--- config.mk ---
export PLATFORM = sky130hd
export DESIGN_NAME = btn_cmd_arbiter
export DESIGN_NICKNAME = d
export VERILOG_FILES = /design/src/rtl/btn_arb_pkg.sv /design/src/rtl/btn_repeat_gen.sv /design/src/rtl/btn_cmd_arbiter.sv
export SDC_FILE = /design/constraint.sdc
export NUM_CORES = 1
export LEC_CHECK = 0
export ABC_CLOCK_PERIOD_IN_PS = 3400
export CORE_MARGIN = 2
export CORE_UTILIZATION = 40
export DETAILED_ROUTE_END_ITERATION = 8
export PLACE_DENSITY = 0.72
export REMOVE_ABC_BUFFERS = 1
export SLEW_MARGIN = 10
export SYNTH_ARGS = -nofsm -noshare
export SYNTH_HDL_FRONTEND = slang
export SYNTH_SLANG_ARGS = --single-unit
--- constraint.sdc ---
create_clock -name clk -period 3.4 [get_ports clk]
set_input_delay 0.68 -clock clk [delete_from_list [all_inputs] [get_ports clk]]
set_output_delay 0.68 -clock clk [all_outputs]
set_load 0.05 [all_outputs]
--- src/rtl/btn_arb_pkg.sv ---
// -----------------------------------------------------------------------------
// btn_arb_pkg
// Shared constants for the button command arbiter: button count, ASCII command
// codes, FSM state encoding and the round-robin pick helper.
// Used by btn_cmd_arbiter and btn_repeat_gen.
// -----------------------------------------------------------------------------
package btn_arb_pkg;

    localparam int unsigned N_BTN = 4;

    // Button index order: 0=U, 1=D, 2=L, 3=R
    localparam logic [7:0] CODE_U = 8'h55;
    localparam logic [7:0] CODE_D = 8'h44;
    localparam logic [7:0] CODE_L = 8'h4C;
    localparam logic [7:0] CODE_R = 8'h52;

    // FSM state encoding
    localparam logic [0:0] ST_IDLE  = 1'b0;
    localparam logic [0:0] ST_VALID = 1'b1;

    typedef struct packed {
        logic       found;
        logic [1:0] idx;
    } grant_t;

    // First pending index at or after ptr, wrapping modulo N_BTN.
    function automatic grant_t rr_pick(input logic [N_BTN-1:0] pend,
                                       input logic [1:0]       ptr);
        grant_t     g;
        logic [1:0] k;
        g = '0;
        for (int unsigned i = 0; i < N_BTN; i++) begin
            k = ptr + i[1:0];
            if (!g.found && pend[k]) begin
                g.found = 1'b1;
                g.idx   = k;
            end
        end
        return g;
    endfunction

    function automatic logic [7:0] code_of(input logic [1:0] idx);
        logic [7:0] c;
        case (idx)
            2'd0:    c = CODE_U;
            2'd1:    c = CODE_D;
            2'd2:    c = CODE_L;
            default: c = CODE_R;
        endcase
        return c;
    endfunction

endpackage

--- src/rtl/btn_repeat_gen.sv ---
// -----------------------------------------------------------------------------
// btn_repeat_gen
// Auto-repeat event generator for one button. After a press pulse, while the
// held level stays high, emits a one-cycle event REP_DELAY cycles after the
// pulse and then one every REP_PERIOD cycles. A low level restarts the timing.
// The event is aligned to the same cycle position as a press pulse so it can be
// merged with the pulse input directly.
// Ports:
//   clk    - system clock
//   rst_n  - asynchronous active-low reset
//   pulse  - one-cycle press pulse
//   level  - debounced held level
//   rep    - one-cycle repeat event
// -----------------------------------------------------------------------------
module btn_repeat_gen #(
    parameter int unsigned REP_DELAY  = 50_000_000,
    parameter int unsigned REP_PERIOD = 10_000_000
) (
    input  logic clk,
    input  logic rst_n,
    input  logic pulse,
    input  logic level,
    output logic rep
);

    localparam int unsigned MAXV = (REP_DELAY > REP_PERIOD) ? REP_DELAY : REP_PERIOD;
    localparam int unsigned CW   = $clog2(MAXV + 1);

    logic          armed;
    logic          phase;   // 0: waiting for first repeat, 1: periodic
    logic [CW-1:0] cnt;     // cycles since pulse / since last repeat
    logic [CW-1:0] target;

    always_comb begin
        target = phase ? CW'(REP_PERIOD) : CW'(REP_DELAY);
        rep    = armed && level && (cnt == target);
    end

    always_ff @(posedge clk or negedge rst_n) begin
        if (!rst_n) begin
            armed <= 1'b0;
            phase <= 1'b0;
            cnt   <= '0;
        end else if (!level) begin
            armed <= 1'b0;
            phase <= 1'b0;
            cnt   <= '0;
        end else if (pulse) begin
            armed <= 1'b1;
            phase <= 1'b0;
            cnt   <= CW'(1);
        end else if (armed) begin
            if (rep) begin
                phase <= 1'b1;
                cnt   <= CW'(1);
            end else begin
                cnt <= cnt + CW'(1);
            end
        end
    end

endmodule

--- src/rtl/btn_cmd_arbiter.sv ---
// -----------------------------------------------------------------------------
// btn_cmd_arbiter
// Collects button events (press pulses, plus auto-repeat events when the
// BTN_ARB_REPEAT_EN macro is defined) into per-button pending bits, grants them
// round-robin and offers one ASCII command at a time on a valid/ready port.
// Events arriving for a button that is already pending are dropped and counted.
// Input events pass through one register stage before reaching the pending
// bits, so a command is offered two edges after the edge sampling the pulse.
// Ports:
//   clk          - system clock
//   rst_n        - asynchronous active-low reset
//   i_btn_pulse  - press pulses, bit0=U bit1=D bit2=L bit3=R
//   i_btn_level  - held levels (auto-repeat only; ignored otherwise)
//   o_cmd_valid  - command offered
//   i_cmd_ready  - downstream accepts
//   o_cmd_code   - ASCII command byte
//   o_cmd_id     - granted button index
//   o_drop       - one-cycle pulse when any event is lost
//   o_drop_cnt   - saturating lost-event count
// Build option: define BTN_ARB_REPEAT_EN to enable auto-repeat.
// -----------------------------------------------------------------------------
module btn_cmd_arbiter
    import btn_arb_pkg::*;
#(
    parameter int unsigned REP_DELAY  = 50_000_000,
    parameter int unsigned REP_PERIOD = 10_000_000
) (
    input  logic       clk,
    input  logic       rst_n,
    input  logic [3:0] i_btn_pulse,
    input  logic [3:0] i_btn_level,
    output logic       o_cmd_valid,
    input  logic       i_cmd_ready,
    output logic [7:0] o_cmd_code,
    output logic [1:0] o_cmd_id,
    output logic       o_drop,
    output logic [7:0] o_drop_cnt
);

    logic [N_BTN-1:0] rep_evt;
    logic [N_BTN-1:0] evt_q;
    logic [N_BTN-1:0] pending;
    logic [N_BTN-1:0] grant_oh;
    logic [N_BTN-1:0] drop_vec;
    logic [0:0]       state;
    logic [1:0]       rr_ptr;
    grant_t           pick;
    logic             accept;
    logic             take;
    logic             grant_en;

`ifdef BTN_ARB_REPEAT_EN
    for (genvar b = 0; b < N_BTN; b++) begin : g_rep
        btn_repeat_gen #(
            .REP_DELAY (REP_DELAY),
            .REP_PERIOD(REP_PERIOD)
        ) u_rep (
            .clk  (clk),
            .rst_n(rst_n),
            .pulse(i_btn_pulse[b]),
            .level(i_btn_level[b]),
            .rep  (rep_evt[b])
        );
    end
`else
    logic unused_level;
    assign rep_evt      = '0;
    assign unused_level = ^{i_btn_level, REP_DELAY, REP_PERIOD};
`endif

    assign o_cmd_valid = (state == ST_VALID);

    always_comb begin
        pick     = rr_pick(pending, rr_ptr);
        accept   = (state == ST_VALID) && i_cmd_ready;
        // A new grant may be loaded from IDLE or on the accept edge (no bubble)
        take     = (state == ST_IDLE) || accept;
        grant_en = take && pick.found;
        grant_oh = '0;
        if (grant_en) begin
            grant_oh[pick.idx] = 1'b1;
        end
        // An event on a bit granted this cycle re-queues instead of dropping
        drop_vec = evt_q & pending & ~grant_oh;
    end

    always_ff @(posedge clk or negedge rst_n) begin
        if (!rst_n) begin
            evt_q      <= '0;
            pending    <= '0;
            state      <= ST_IDLE;
            rr_ptr     <= 2'd0;
            o_cmd_code <= 8'h00;
            o_cmd_id   <= 2'd0;
            o_drop     <= 1'b0;
            o_drop_cnt <= 8'h00;
        end else begin
            evt_q   <= i_btn_pulse | rep_evt;
            pending <= (pending & ~grant_oh) | evt_q;
            o_drop  <= |drop_vec;
            if ((|drop_vec) && (o_drop_cnt != 8'hFF)) begin
                o_drop_cnt <= o_drop_cnt + 8'd1;
            end
            if (grant_en) begin
                state      <= ST_VALID;
                o_cmd_code <= code_of(pick.idx);
                o_cmd_id   <= pick.idx;
                rr_ptr     <= pick.idx + 2'd1;
            end else if (accept) begin
                state <= ST_IDLE;
            end
        end
    end

endmodule
==> metrics.txt, run 1 <==
outcome=finished, final reports clean; count of standard-cell rows=20; Area Overhead vs Synth=23.50%; Buf/Inv on CP=1; IO Pins=31; slowest CP cell=or4_4; Worst-Skew Late Latency=0.33 ns; Post-CTS Resized=0; GRT Resource Usage Total=0.1421; Fin Clk Skew=0.008481 ns; Setup-failing EPs final=0; WP data required=3.62 ns; Core Region=3078 um^2; vias in the first global route=873; Layout Nets=164; fraction of registers with async set/reset=1.000; grt ovf=0; placed cell count=186; CTS root buf=clkbuf_4; Layout Utilization=0.5276; cell mode on critical path=a21oi_2; antenna cells=0; wire length per cell after detailed routing=11.73 um; Least-Margin Pin Slew=0.5018 ns; initial antenna violation count=0; Remaining DRCs=0; R2R Path Start=pending[2]; CTS H-tree lvls=1; Worst Setup Start Kind=register; clk sink count=28; Synth top area share=0.5328; Pwr Density=1043 nW/um^2; number of distinct library cells after synthesis=34; Placed Area=1588 um^2; pin count of the biggest net entering global routing=29; ranking of synthesized cells by area=dfrtp_1 53%, nand2_1 8.0%, ha_1 5.7%; first drt pass iteration count=4; hold_buf cts=0; Placer Congestion=0.7695; CTS tree=yes; LEAKAGE=0.7396 nW; TritonCTS Buffers=3; setup TNS=0 ns; Hold EP=pending[3]; Starting Density=0.4272; Tmin final=2.597 ns; Syn Area/Cell=10.96 um^2; Hold Fails Final Rpt=0; max_cap viols=0; dpl hpwl=1680 um; data arrival time of the worst path=2.82 ns; WL final=2228 um; Rel. slew slack=0.6644; Reg2Reg Setup Slack=0.80 ns; number of stages on the worst setup path=8; Clk pin slew, worst setup/hold paths=0.13 ns; Buffers on Ports=24; die height=61.34 um; fin cells=190; overall die width=61.34 um; Final period util=0.7638; WS Path Type=reg -> reg; cells on worst reg2reg path=8; Synth Warn #=0; worst hold path class=reg -> reg; Crit Path Max Fanout=9; Syn Std Cell Area=1315 um^2; share of layout cells above drive strength 1=0.1027; Longest Clk Path Bufs=2; die area=3762 um^2; Seq/Total Area, Yosys=0.5328; crit-path leading delay family=simple AND/OR/NAND/NOR gates; vias per inst=4.795; Max VDD drop=0.0005406 V; top_reg_cell synth=dfrtp_1; crit path capture type=register; r2r endpoint=o_drop_cnt[1]; Detail Route Antenna Nets=0; Post-Layout Inst Area=1624 um^2; Synth Instances=120; Hold Path Stages=1; DRT iter0 DRCs=43; Slew Limit Fails=0; Post-synth EDFFs=0; area leader, netlist=dfrtp_1; unrepaired setup endpoints after global routing=false; Max stage delay on crit path=0.57 ns; number of setup buffers added after CTS=0; Hold Startpoint=evt_q[3]; first-pass GRT wire length=3898 um; Fmax=0.3851 GHz; Vias=911; most frequent cells in the layout=28 x nand2_1, 28 x dfrtp_1, 24 x clkdlybuf4s50_1, 6 x ha_1; CP cell instances=or4_4 -> and2_1 -> inv_1 -> ha_1 -> a21oi_2 -> nor4_4 -> a21oi_2 -> mux2_4; Yosys reg bits=28
sequential cells by signal, indices dropped and copies added, names as in the netlist:
signal       count
o_cmd_id         2
pending          4
rr_ptr           2
evt_q            4
o_drop           1
o_cmd_valid      1
o_drop_cnt       8
o_cmd_code       6
kinds of logic (layout without fill, tap and decap cells):
family	Yosys count	count (layout)	share of synthesized area
simple gates	47	47	0.1979
flops	28	28	0.5328
compound gates	21	21	0.1104
buf+inv	9	34	0.03996
fa+ha+maj	6	6	0.05709
xor+xnor	6	6	0.03996
mux	2	2	0.01903
other cells	1	2	0.002852
power breakdown:
part           switching (mW)  leakage, nW  internal (mW)
Combinational           0.597        0.403          0.359
Clock                  0.0927       0.0210         0.0656
Sequential              0.123        0.315          0.458
Total                   0.813        0.740          0.882
metal layers:
metal / share of wire / GRT usage / up-vias
li1: - / - / 448
met1: 0.47 / 0.1807 / 433
met2: 0.47 / 0.2371 / 25
met3: 0.045 / 0.03151 / 5
met4: 0.016 / 0.05471 / 0
met5: 0 / 0 / -
cell usage after synthesis (3+ instances only):
cell type  number
ha_1            6
nand2b_1        3
xor2_1          5
nand2_1        28
buf_4           3
inv_1           5
a21oi_2         3
a21oi_1         5
o21ai_0         4
a21o_1          4
dfrtp_1        28
cell type report:
cell class	count	area, um^2
Fill cell	292	1454
Multi-Input combinational cell	84	565.5
Sequential cell	28	700.7
Inverter	5	18.77
Clock buffer	4	36.28
Timing Repair Buffer	25	247.7
Tap cell	44	55.05
worst max-delay path by stage:
stage,slack (ns),endpoint,from
3_5_place_dp,0.82,o_drop_cnt[1],pending[2]
5_1_grt,0.65,o_drop_cnt[1],rr_ptr[0]
3_3_place_gp,0.84,o_drop_cnt[1],pending[2]
4_1_cts,0.80,o_drop_cnt[1],pending[2]
2_1_floorplan,1.02,o_drop_cnt[7],pending[2]
6_report,0.80,o_drop_cnt[1],pending[2]
metrics by stage:
step / setup slack (ns) / hold WS, ns / power, mW
global route: 0.6524 / 0.5044 / 1.822
floorplan: 1.017 / 0.3844 / 1.257
finish: 0.8032 / 0.4721 / 1.695
detailed placement: 0.8188 / 0.4490 / 1.549
global placement: 0.8374 / 0.4454 / 1.527
CTS: 0.7990 / 0.4815 / 1.713
No activity file was read; power rests on OpenSTA's default activity.
==> inputs of run 2 (changes only) <==
Settings changed: ABC_CLOCK_PERIOD_IN_PS 3400 to 2660.
Clock period 3.4 ns to 2.66 ns, I/O delays scaled along.
==> run 2 against run 1 <==
  * Cell count is 2.1% higher
  * Via count is 5.7% higher
  * Hold slack worse by 0.0032 ns
  * Critical endpoint unchanged
  * Highest routed layer unchanged
==> metrics.txt, run 2 (synthesized netlist as in run 1, its figures left out) <==
pin count of the biggest net entering global routing=29; Placed Area=1610 um^2; Worst Setup Start Kind=register; vias per inst=4.964; grt ovf=0; Layout Utilization=0.5435; Detail Route Antenna Nets=0; Hold Fails Final Rpt=0; Setup-failing EPs final=0; Max VDD drop=0.0007884 V; first-pass GRT wire length=4077 um; first drt pass iteration count=4; Starting Density=0.4272; Buffers on Ports=24; Longest Clk Path Bufs=2; Placer Congestion=0.7699; die height=61.34 um; Slew Limit Fails=0; internal power component=1.181 mW; fin cells=194; combinational share of power=0.582; Pwr Density=1355 nW/um^2; outcome=finished, final reports clean; initial antenna violation count=0; GRT Resource Usage Total=0.1439; Final period util=0.9442; most frequent cells in the layout=28 x nand2_1, 28 x dfrtp_1, 24 x clkdlybuf4s50_1, 6 x ha_1; TritonCTS Buffers=3; antenna cells=0; worst hold path class=reg -> reg; count of standard-cell rows=20; Remaining DRCs=0; sequential share of power=0.326; Least-Margin Pin Slew=0.4980 ns; CTS root buf=clkbuf_4; WP data required=2.90 ns; Core Region=3078 um^2; Vias=963; share of layout cells above drive strength 1=0.1533; DRT iter0 DRCs=25; clk sink count=28; setup TNS=0 ns; IO Pins=31; Tmin final=2.512 ns; wire length per cell after detailed routing=12.45 um; crit path capture type=register; NetSw=1.086 mW; Clk pwr share=0.093; Largest regs=o_drop_cnt (8), o_cmd_code (6); data arrival time of the worst path=2.75 ns; CTS H-tree lvls=1; overall die width=61.34 um; Worst-Skew Late Latency=0.34 ns; WS Path Type=reg -> reg; unrepaired setup endpoints after global routing=false; CTS tree=yes; placed cell count=189; max_cap viols=0; vias in the first global route=943; LEAKAGE=0.7649 nW; Layout Nets=168; Fmax=0.3982 GHz; dpl hpwl=1743 um; Most flops, register=o_drop_cnt; Crit Path Max Fanout=7; Clk pin slew, worst setup/hold paths=0.15 ns; Rel. slew slack=0.6669; max reg flops=8; Fin Clk Skew=0.008471 ns; net switching fraction of the power=0.4791; die area=3762 um^2; Area Overhead vs Synth=27.21%; Post-Layout Inst Area=1673 um^2; WL final=2416 um
run 2: cell types whose count changed in the layout (fill, tap and decap cells not counted), sizes merged:
cell / change
buf: +4
run 2: through the flow:
stage / worst slack (ns) / power (mW) / hold WS [ns]
2_1_floorplan: 0.2773 / 1.607 / 0.2364
4_1_cts: 0.1527 / 2.217 / 0.4755
3_3_place_gp: 0.1961 / 1.977 / 0.4448
5_1_grt: 0.008651 / 2.421 / 0.4918
6_report: 0.1484 / 2.267 / 0.4689
3_5_place_dp: 0.1687 / 2.003 / 0.4438
run 2: path summary, 6_finish.rpt:
kind	start	to	slack, ns	depth (start not counted)
setup / recovery	rr_ptr[0]	o_drop_cnt[1]	0.15	11
hold / removal	evt_q[0]	pending[0]	0.47	1
setup reg to reg	rr_ptr[0]	o_drop_cnt[1]	0.15	11
hold reg to reg	evt_q[0]	pending[0]	0.47	1
max in group asynchronous	rst_n	evt_q[0]	1.86	2
min in group asynchronous	rst_n	o_cmd_code[2]	0.54	2
run 2: layer usage:
metal	GRT usage	up-vias	routed length (um)
met2	0.2553	26	1126
met4	0.02736	0	45
met1	0.1743	474	1133
li1	-	457	-
met3	0.04412	6	110
met5	0	-	0
run 2: cell type report:
cell class | count | area, um^2
multi-input cells | 84 | 584.3
repair buffers | 29 | 277.8
fillers | 297 | 1405
inverters | 5 | 18.77
clock buffers | 4 | 36.28
well taps | 44 | 55.05
flip-flops and latches | 28 | 700.7
run 2: critical path, cell delays in order (launching register included):
cell      delay (ns)
dfrtp_1         0.44
inv_1           0.14
o21ai_0         0.13
a221oi_2        0.29
and2_4          0.21
inv_1           0.07
ha_1            0.22
a21oi_2         0.19
nor4_4          0.06
buf_4           0.16
a21oi_2         0.17
mux2_4          0.31
run 2: power by group through the flow:
stage                     combinational (mW)  sequential, mW  clock (mW)
after CTS                               1.27           0.740       0.209
final                                   1.32           0.739       0.210
after global routing                    1.43           0.764       0.231
after floorplan                        0.484            1.12           0
after global placement                  1.24           0.734           0
after detailed placement                1.26           0.745           0
run 2: repair_timing:
| action | CTS | global route |
|---|---|---|
| setup buffers | 0 | 1 |
| endpoints found under the hold margin | 0 | 0 |
| resized for setup | 0 | 4 |
| hold buffers | 0 | 0 |
| setup endpoints to repair | 0 | 4 |
